File: src/rtl/setn_release_sequencer.sv
// setn_release_sequencer: drives active-low SETN to flop-bank domains,
// holds it, then releases selected domains one at a time.
module setn_release_sequencer #(
  parameter int N_DOM = 4,
  parameter int HOLD  = 8,
  parameter int GAP   = 2
) (
  input  logic             CLK,
  input  logic             RST,
  input  logic             REQ,
  input  logic [N_DOM-1:0] MASK,
  output logic [N_DOM-1:0] SETN,
  output logic             BUSY,
  output logic             DONE
);

  localparam int MAXC = (HOLD > GAP) ? HOLD : GAP;
  localparam int CW   = $clog2(MAXC + 1);
  localparam logic [CW-1:0] HOLD_LAST = CW'(HOLD - 1);
  localparam logic [CW-1:0] GAP_LAST  = CW'(GAP - 1);

  typedef enum logic [1:0] {
    S_IDLE,
    S_ASSERT,
    S_RELEASE
  } state_t;

  state_t state;
  state_t state_nx;

  logic [CW-1:0]    cnt;
  logic [CW-1:0]    cnt_nx;
  logic [N_DOM-1:0] sel;
  logic [N_DOM-1:0] sel_nx;
  logic [N_DOM-1:0] setn_nx;
  logic [N_DOM-1:0] pend;
  logic [N_DOM-1:0] low;
  logic             busy_nx;
  logic             done_nx;
  logic             tick;

  // Domains still held low, and the lowest of them (next to release).
  assign pend = sel & ~SETN;
  assign low  = pend & (~pend + N_DOM'(1));

  // Next-state and next-output logic; every output is registered below.
  always_comb begin
    state_nx = state;
    cnt_nx   = cnt;
    sel_nx   = sel;
    setn_nx  = SETN;
    busy_nx  = BUSY;
    done_nx  = 1'b0;
    tick     = 1'b0;
    unique case (state)
      S_IDLE: begin
        busy_nx = 1'b0;
        setn_nx = '1;
        if (REQ) begin
          if (|MASK) begin
            sel_nx   = MASK;
            state_nx = S_ASSERT;
            cnt_nx   = '0;
            setn_nx  = ~MASK;
            busy_nx  = 1'b1;
          end else begin
            done_nx = 1'b1;
          end
        end
      end
      S_ASSERT:  tick = (cnt == HOLD_LAST);
      S_RELEASE: tick = (cnt == GAP_LAST);
      default:   state_nx = S_IDLE;
    endcase
    if (state != S_IDLE) begin
      cnt_nx = cnt + CW'(1);
      if (tick) begin
        cnt_nx   = '0;
        setn_nx  = SETN | low;
        state_nx = S_RELEASE;
        if (pend == low) begin
          state_nx = S_IDLE;
          busy_nx  = 1'b0;
          done_nx  = 1'b1;
        end
      end
    end
  end

  // State and output registers; reset forces a full all-domain sequence.
  always_ff @(posedge CLK) begin
    if (RST) begin
      state <= S_ASSERT;
      cnt   <= '0;
      sel   <= '1;
      SETN  <= '0;
      BUSY  <= 1'b1;
      DONE  <= 1'b0;
    end else begin
      state <= state_nx;
      cnt   <= cnt_nx;
      sel   <= sel_nx;
      SETN  <= setn_nx;
      BUSY  <= busy_nx;
      DONE  <= done_nx;
    end
  end

endmodule

File: config.mk
export PLATFORM = sky130hd
export DESIGN_NAME = setn_release_sequencer
export DESIGN_NICKNAME = d
export VERILOG_FILES = /design/src/rtl/setn_release_sequencer.sv
export SDC_FILE = /design/constraint.sdc
export NUM_CORES = 1
export LEC_CHECK = 0
export ABC_AREA = 0
export CORE_UTILIZATION = 50
export DETAILED_ROUTE_END_ITERATION = 16
export HOLD_SLACK_MARGIN = 0.06
export PLACE_DENSITY = 0.74
export SYNTH_ARGS = -nofsm -noshare
export SYNTH_HDL_FRONTEND = slang
export SYNTH_SLANG_ARGS = --single-unit
File: constraint.sdc
create_clock -name CLK -period 2.2 [get_ports CLK]
set_input_delay 0.66 -clock CLK [delete_from_list [all_inputs] [get_ports CLK]]
set_output_delay 0.66 -clock CLK [all_outputs]
set_load 0.02 [all_outputs]
==> reports/results.ini <==
[critical_path]
critical_path.max_stage_delay_ns = 0.60
timing.critical_path.cells = clkdlybuf4s50_1 > or4_1 > and2_1 > a211oi_1 > a41oi_1
cp.arrival_ns = 2.16
cp.depth = 5
endpoint_kind = flop
setup.worst_path.class = in2reg
cp-start-kind = input port
critPathRequiredTime_ns = 2.35
timing.critical_path.buf_inv = 1
critPathMaxFanout = 4
cp_slowest_cell = sky130_fd_sc_hd__or4_1
cpLargestDelayFamily = simple AND/OR/NAND/NOR gates
worst_r2r_path_depth = 6

[pwr]
p_leak_nw = 0.359
p_per_area_nw_per_um2 = 537
power_mw = 0.512
vdd.ir_drop.worst_v = 0.000376

[clock_tree]
post-cts-setup-buffers = 0
cts_hold_buffers = 0
post_cts_clock_slew_at_the_launch_and_capture_registers_of_the_worst_setup_and_hold_paths_ns = 0.09
clockRootBuffer = sky130_fd_sc_hd__clkbuf_4
postcts_resize_cnt = 0
cts_tree = done
cts_htree_levels = 1
cts.path.max_buffers = 2
later_pin_clock_latency_in_the_skew_report_ns = 0.28
numCtsBuffers = 3
cts_sinks = 16

[detailed_routing]
m1WireLength_um = 784
detail_route.iter0.violations = 23
vias_per_cell = 6.07
drcViolationCount = 0
detailedRoute.firstPassIterationCount = 4
final_ant_viol_nets = 0
top_layer = met4
wl_met3_um = 78
detail_route.wl_per_cell_um = 13.8
vias = 692
routed_length_on_met2_um = 694
drt_wirelength_um = 1570

[global_route]
grt_pass1_vias = 622
maximum_number_of_pins_on_one_net_before_global_route_repair = 11
grt_pass1_wl_um = 2830
total_global_routing_overflow = 0
antenna_found_initial = 0
grt_usage_pct = 21.0

[finish]
seq_area_um2 = 320
layout.cells.most_common_list = sky130_fd_sc_hd__dfxtp_1, sky130_fd_sc_hd__clkdlybuf4s50_1, sky130_fd_sc_hd__a21oi_1
postLayoutCellArea_um2 = 953
utilization_pct = 69.8
number_of_nets_in_the_final_layout = 111
area_taken_by_multi_input_logic_gates_um2 = 430
mostFrequentLayoutCell = sky130_fd_sc_hd__dfxtp_1
num-fill-cells = 114
areaGrowthSynthToFinish_pct = 22.7
antenna_cells = 0
drive_above_1_share_pct = 10.1

[place]
portbufs = 12
dp.final_hpwl_um = 1190
dpl_cell_area_um2 = 931
routabilityCongestion = 0.794

[logic_synthesis]
sequential_fraction_of_the_synthesis_area_pct = 41.2
synth_warnings = 0
area_of_the_mapped_netlist_um2 = 777
synth_cells = 83
postSynthRegisterBits = 16
syn_avg_cell_area_um2 = 9.36
syn-num-nets = 93
count_of_unique_library_cells_instantiated_by_yosys = 35

[floorplanning]
chipWidth_um = 41.4
io-pin-count = 13
fp.coreArea_um2 = 1370
floorplan.rows = 13
die_area_um2 = 1720
start_util_pct = 56.9
die_h_um = 41.4

[timing]
grt_setup_unrepaired = false
fin_tns_setup_ns = 0
finalMaxSlewViolations = 0
setup_violations = 0
fmaxAchievable_mhz = 499
timing.final.crit_period_ns = 2.00
hold_slack_ns = 0.490
tightest_slew_ns = 0.468
fin_skew_ns = 0.000707
max_slew_margin_pct = 68.8
hold_violations = 0
post-route-period-util_pct = 91.0

[job]
max_cap_violations = 0

[worst_hold_path]
hp-class = reg2reg
timing.hold.worst_path_depth = 2

[status]
run_status = finished clean

## flip-flops by register name, indices dropped and copies added (netlist names)
register,flops
sel,4
DONE,1
SETN,4
cnt,4
BUSY,1
state,2
## layer usage
metal | vias up | GRT usage (%)
met5 | - | 0
met4 | 0 | 9.68
met3 | 2 | 3.91
met2 | 17 | 31.3
met1 | 319 | 29.2
li1 | 354 | -
## power breakdown
group | internal (mW) | total, mW | switching [mW]
logic | 0.0270 | 0.0515 | 0.0245
registers | 0.297 | 0.306 | 0.00886
clock network | 0.0635 | 0.154 | 0.0903
total | 0.388 | 0.512 | 0.124
## path summary, 6_finish.rpt
path,start,end,slack (ns)
setup / recovery,MASK[2],BUSY,0.20
hold / removal,sel[3],SETN[3],0.49
hold reg to reg,sel[3],SETN[3],0.49
setup reg to reg,state[0],SETN[3],0.27
## through the flow
stage,setup slack [ns],std cells
final,0.198,114
after global routing,0.115,114
after CTS,0.216,114
after detailed placement,-0.0986,111
after global placement,-0.0632,111
after floorplan,0.433,83
## Yosys cell counts
cell type | number | area, um2
sky130_fd_sc_hd__nand4_1 | 2 | 12.5
sky130_fd_sc_hd__clkbuf_1 | 2 | 7.51
sky130_fd_sc_hd__nand2b_1 | 3 | 18.8
sky130_fd_sc_hd__a31oi_1 | 2 | 12.5
sky130_fd_sc_hd__dfxtp_1 | 16 | 320
sky130_fd_sc_hd__nand3b_1 | 1 | 7.51
sky130_fd_sc_hd__nor2b_1 | 1 | 6.26
sky130_fd_sc_hd__a221o_1 | 3 | 30.0
sky130_fd_sc_hd__o21ai_1 | 1 | 5.00
sky130_fd_sc_hd__a32oi_1 | 1 | 8.76
sky130_fd_sc_hd__nor3b_1 | 1 | 7.51
sky130_fd_sc_hd__or4_1 | 1 | 7.51
sky130_fd_sc_hd__nor3_1 | 1 | 5.00
sky130_fd_sc_hd__a2111oi_4 | 1 | 27.5
sky130_fd_sc_hd__a221oi_1 | 2 | 17.5
sky130_fd_sc_hd__a21oi_1 | 7 | 35.0
sky130_fd_sc_hd__a31o_1 | 1 | 8.76
sky130_fd_sc_hd__nor2_1 | 3 | 11.3
sky130_fd_sc_hd__o211ai_1 | 2 | 15.0
sky130_fd_sc_hd__a41oi_1 | 1 | 8.76
sky130_fd_sc_hd__mux2i_1 | 1 | 10.0
sky130_fd_sc_hd__o22ai_1 | 2 | 12.5
sky130_fd_sc_hd__nand2_1 | 6 | 22.5
sky130_fd_sc_hd__or3_1 | 1 | 6.26
sky130_fd_sc_hd__a211oi_1 | 1 | 7.51
sky130_fd_sc_hd__inv_1 | 5 | 18.8
sky130_fd_sc_hd__and2b_1 | 1 | 7.51
sky130_fd_sc_hd__nand3_1 | 2 | 10.0
sky130_fd_sc_hd__a211o_2 | 1 | 10.0
sky130_fd_sc_hd__and2_1 | 3 | 18.8
sky130_fd_sc_hd__ha_1 | 3 | 37.5
sky130_fd_sc_hd__or3b_4 | 1 | 11.3
sky130_fd_sc_hd__o21ai_0 | 2 | 10.0
sky130_fd_sc_hd__xor2_1 | 1 | 8.76
sky130_fd_sc_hd__a211oi_2 | 1 | 12.5
## cell type report
| cell class | count | area share [%] |
|---|---|---|
| inverter | 5 | 1.97 |
| sequential | 16 | 33.6 |
| multi-input combinational | 60 | 45.1 |
| clock buffer | 3 | 2.36 |
| tap | 15 | 1.97 |
| timing repair buffer | 15 | 15.0 |
## cells by family (layout without fill, tap and decap cells)
group,count (synthesis),after routing,share of synthesized area [%]
flops,16,16,41.2
simple gates,27,27,19.6
compound gates,28,28,28.5
buf+inv,7,23,3.38
fa+ha+maj,3,3,4.83
xor+xnor,1,1,1.13
mux,1,1,1.29
## worst register-to-register path: cells and delay by family (launching register included)
kind	cells	cell delay, ns
adder cells (fa/ha/maj)	1	0.20
AND/OR/NAND/NOR	2	0.57
buffers and inverters	1	0.10
AO/OA/AOI/OAI	2	0.69
flip-flops	1	0.31
No activity file was read; power rests on OpenSTA's default activity.
